[src/rtl/seq_multiplier.sv]
// Unsigned shift-and-add multiplier: one multiplier bit per clock, WIDTH steps per product.
// Results are committed to prod only on completion, with a one-cycle done pulse.
module seq_multiplier #(
  parameter int WIDTH = 8
) (
  input  logic               clk,
  input  logic               write,
  input  logic               reset,
  input  logic [WIDTH-1:0]   mul,
  input  logic [WIDTH-1:0]   b,
  output logic [2*WIDTH-1:0] prod,
  output logic               busy,
  output logic               done
);

  localparam int PW = 2 * WIDTH;
  localparam int CW = $clog2(WIDTH + 1);
  localparam logic [CW-1:0] LAST_CNT = CW'(WIDTH - 1);
  localparam logic [CW-1:0] CNT_ONE  = CW'(1);

  typedef enum logic [1:0] {
    IDLE = 2'd0,
    RUN  = 2'd1,
    DONE = 2'd2
  } state_t;

  state_t          state_r;
  state_t          next_state_s;
  logic            step_s;
  logic [PW-1:0]   acc_r;
  logic [PW-1:0]   mcand_r;
  logic [WIDTH-1:0] mplier_r;
  logic [CW-1:0]   cnt_r;
  logic [PW-1:0]   prod_r;
  logic            busy_r;
  logic            done_r;

  // State register.
  always_ff @(posedge clk or negedge reset) begin
    if (!reset) begin
      state_r <= IDLE;
    end else begin
      state_r <= next_state_s;
    end
  end

  // Next-state logic; a write edge restarts from any state, aborting a RUN.
  always_comb begin
    next_state_s = state_r;
    step_s       = 1'b0;
    if (write) begin
      next_state_s = RUN;
    end else begin
      case (state_r)
        IDLE: next_state_s = IDLE;
        RUN: begin
          step_s = 1'b1;
          if (cnt_r == LAST_CNT) begin
            next_state_s = DONE;
          end else begin
            next_state_s = RUN;
          end
        end
        DONE:    next_state_s = IDLE;
        default: next_state_s = IDLE;
      endcase
    end
  end

  // Operand capture and iteration; multiplicand shifts left as multiplier shifts right.
  always_ff @(posedge clk or negedge reset) begin
    if (!reset) begin
      acc_r    <= {PW{1'b0}};
      mcand_r  <= {PW{1'b0}};
      mplier_r <= {WIDTH{1'b0}};
      cnt_r    <= {CW{1'b0}};
    end else if (write) begin
      acc_r    <= {PW{1'b0}};
      mcand_r  <= {{WIDTH{1'b0}}, mul};
      mplier_r <= b;
      cnt_r    <= {CW{1'b0}};
    end else if (step_s) begin
      if (mplier_r[0]) begin
        acc_r <= acc_r + mcand_r;
      end
      mcand_r  <= mcand_r << 1;
      mplier_r <= mplier_r >> 1;
      cnt_r    <= cnt_r + CNT_ONE;
    end
  end

  // Registered outputs; prod only ever takes a finished accumulator.
  always_ff @(posedge clk or negedge reset) begin
    if (!reset) begin
      prod_r <= {PW{1'b0}};
      busy_r <= 1'b0;
      done_r <= 1'b0;
    end else begin
      busy_r <= (next_state_s == RUN);
      done_r <= (state_r == DONE);
      if (state_r == DONE) begin
        prod_r <= acc_r;
      end
    end
  end

  assign prod = prod_r;
  assign busy = busy_r;
  assign done = done_r;

endmodule

[config.mk]
export PLATFORM = sky130hd
export DESIGN_NAME = seq_multiplier
export DESIGN_NICKNAME = d
export VERILOG_FILES = /design/src/rtl/seq_multiplier.sv
export SDC_FILE = /design/constraint.sdc
export NUM_CORES = 1
export LEC_CHECK = 0
export ABC_CLOCK_PERIOD_IN_PS = 2600
export CAP_MARGIN = 20
export CORE_MARGIN = 4
export CORE_UTILIZATION = 46
export CTS_CLUSTER_DIAMETER = 30
export DETAILED_ROUTE_END_ITERATION = 10
export GPL_ROUTABILITY_DRIVEN = 0
export PLACE_DENSITY = 0.68
export SYNTH_ARGS = -nofsm -noshare
export SYNTH_HDL_FRONTEND = slang
export SYNTH_SLANG_ARGS = --single-unit
[constraint.sdc]
create_clock -name clk -period 2.6 [get_ports clk]
set_clock_uncertainty 0.05 [all_clocks]
set_input_delay 0.26 -clock clk [delete_from_list [all_inputs] [get_ports clk]]
set_output_delay 0.26 -clock clk [all_outputs]
set_load 0.02 [all_outputs]
==> out/metrics.yaml <==
placement:
  dpl.hpwl_um: 4509
  dp_slack_ps: 299.4
  io_buffers: 36
clock_network:
  postCtsHoldBufs: 1
  cts_resized: 0
  htree_levels: 3
  clock-sinks: 64
  cts_tree: "yes"
  numCtsBuffers: 9
  root_buffer: "clkbuf_8"
  clk_path_buf_depth: 2
  clkTransAtPathRegs_ps: 70
  post_cts_buffers: 0
  clk_latency_ps: 340
yosys:
  synth-seq-area-share_pct: 49.92
  synth-warning-count: 0
  synth_edf_count: 0
  synth_adder_area_share_pct: 6.864
  synthSimpleGateAreaFrac_pct: 11.90
  yosys.area_share.xor_xnor_pct: 4.095
  syn_area_um2: 3208
  synth_compound_area_share_pct: 14.98
  ys_seq_elements: 64
  synthDistinctLibCells: 41
  avgSynthCellArea_um2: 10.25
  synth_cells: 313
  synth-async-reset-ratio_pct: 100.0
  synth_ff_type: "dfrtp_1"
  syn-num-nets: 349
  synthMuxAreaShare_pct: 9.672
  synth_top_family_by_area: "compound AO/OA/AOI/OAI gates"
detailed_routing:
  wl_per_cell_um: 13.40
  wl_um: 6097
  drtIter0Drc: 67
  drt_pass1_iterations: 4
  drcViolationCount: 0
  vias: 2315
  avgViaCountPerCell: 5.088
  ant_nets: 0
worst_setup_path:
  cp-end-kind: "flop"
  worstReg2RegStart: "acc_r[6]"
  startpoint_type: "flop"
  r2r-end: "acc_r[15]"
  rr_worst_depth: 8
  crit_type: "flop to flop"
  regToRegSetupSlack_ps: 250
  worst_ep_required_time_ps: 2780
  cp_data_arrival_time_ps: 2530
  crit_fanout: 6
layout:
  register_area_um2: 1602
  final_cell_mix: "64 x dfrtp_1, 56 x nand2_1, 37 x o21ai_0"
  multi_input_area_um2: 1524
  utilization_pct: 57.22
  final_nets: 390
  antennaDiodeCount: 0
  area.growth.synth_to_final_pct: 21.18
  layout-drive-gt1-share_pct: 11.98
  final_common_cell: "dfrtp_1"
  fill_cells: 610
global_route:
  grt_overflow: 0
  grt_max_degree: 47
  grt_pass1_wl_um: 10630
  grtUsageTotal_pct: 16.21
  grt_pass1_vias: 2228
  grt_antenna_before_repair: 0
floorplan:
  start_util_pct: 47.22
  die_area_um2: 8374
  io-pin-count: 37
  rows: 30
  die_width_um: 91.51
  core_um2: 6794
  die_h_um: 91.51
pwr:
  power_density_nw_per_um2: 555.6
  cellLeakagePower_nw: 1.763
  vdd_drop_max_uv: 281.3
  p_total_w: 0.002160
timing:
  worst_slew_pin_slew_ps: 558.9
  fin_crit_sh_pct: 90.42
  finalMaxSlewViolations: 0
  fin_crit_ps: 2351
  fin_tns_setup_ps: 0
  fin_ws_ps: 249.0
  finalSetupViolCount: 0
  max_freq_mhz: 425.3
  finalHoldViolCount: 0
  rsz0062_at_grt: "no"
  slew_headroom_pct: 62.66
  finalHoldWorstSlack_ps: 396.3
run:
  max_cap_violations: 0
worst_hold_path:
  hp-class: "primary input to async pin"
outcome:
  status: "completed"
[worst max path at each step]
stage / startpoint / depth (start not counted) / endpoint
2_1_floorplan: acc_r[6] / 8 / acc_r[15]
3_3_place_gp: acc_r[6] / 8 / acc_r[15]
3_5_place_dp: acc_r[6] / 8 / acc_r[15]
4_1_cts: acc_r[6] / 8 / acc_r[15]
5_1_grt: acc_r[0] / 10 / acc_r[12]
6_report: acc_r[6] / 8 / acc_r[15]
[report_power, final]
group          leakage, nW  internal (W)  switching [W]  total [W]
registers            0.849       0.00105      0.0000433    0.00109
logic                0.822      0.000129       0.000157   0.000286
clock network       0.0927      0.000423       0.000361   0.000784
[cell usage after synthesis (3+ instances only)]
cell type / n / area [µm²]
nor2_1: 10 / 37.54
nand3_1: 7 / 35.03
nand2_1: 56 / 210.2
mux2i_1: 13 / 130.1
xnor2_1: 9 / 78.83
clkbuf_1: 11 / 41.29
a21o_1: 7 / 52.55
dfrtp_1: 64 / 1602
a21oi_1: 18 / 90.09
ha_1: 16 / 200.2
o21ai_0: 37 / 185.2
mux2_2: 16 / 180.2
xor2_1: 6 / 52.55
nand4_1: 3 / 18.77
inv_1: 9 / 33.78
[registers in the layout, summed over array words and instances (netlist names)]
register	flops
mplier_r	8
busy	1
prod	16
acc_r	16
mcand_r	16
state_r	2
done	1
cnt_r	4
[cell families (layout without fill, tap and decap cells)]
logic type                 Yosys count  in the layout
adders and majority gates           17             17
AOI/OAI and AO/OA                   78             78
muxes                               29             29
DFF                                 64             64
and+or+nand+nor                     88             88
buffers and inverters               22             68
xor gates and xnor gates            15             15
[worst max-delay path, cell delays in order (launching register included)]
cell      delay [ps]
dfrtp_1          410
ha_1             400
a211oi_2         210
nor2_1           110
o31ai_4          210
a31oi_1          140
or3_1            340
a31o_1           210
a21o_1           160
[metrics by stage]
step	area, µm²	instances
floorplan	3208	313
global placement	3692	438
detailed placement	3692	438
CTS	3887	455
global route	3887	455
finish	3887	455
[metal layers]
layer / wire [µm] / track usage (%) / vias to the layer above
met5: 0 / 0 / -
met4: 96 / 8.291 / 0
met3: 232 / 3.314 / 6
met2: 2783 / 24.41 / 41
met1: 2985 / 22.03 / 1094
li1: - / - / 1174
[area by class of cell]
cell class | instances | area share, %
Inverter | 9 | 0.8690
Timing Repair Buffer | 43 | 10.88
Multi-Input combinational cell | 227 | 39.20
Sequential cell | 64 | 41.20
Clock inverter | 2 | 0.3219
Clock buffer | 14 | 4.442
Tap cell | 96 | 3.090
Power figures use the tool's default switching activity.
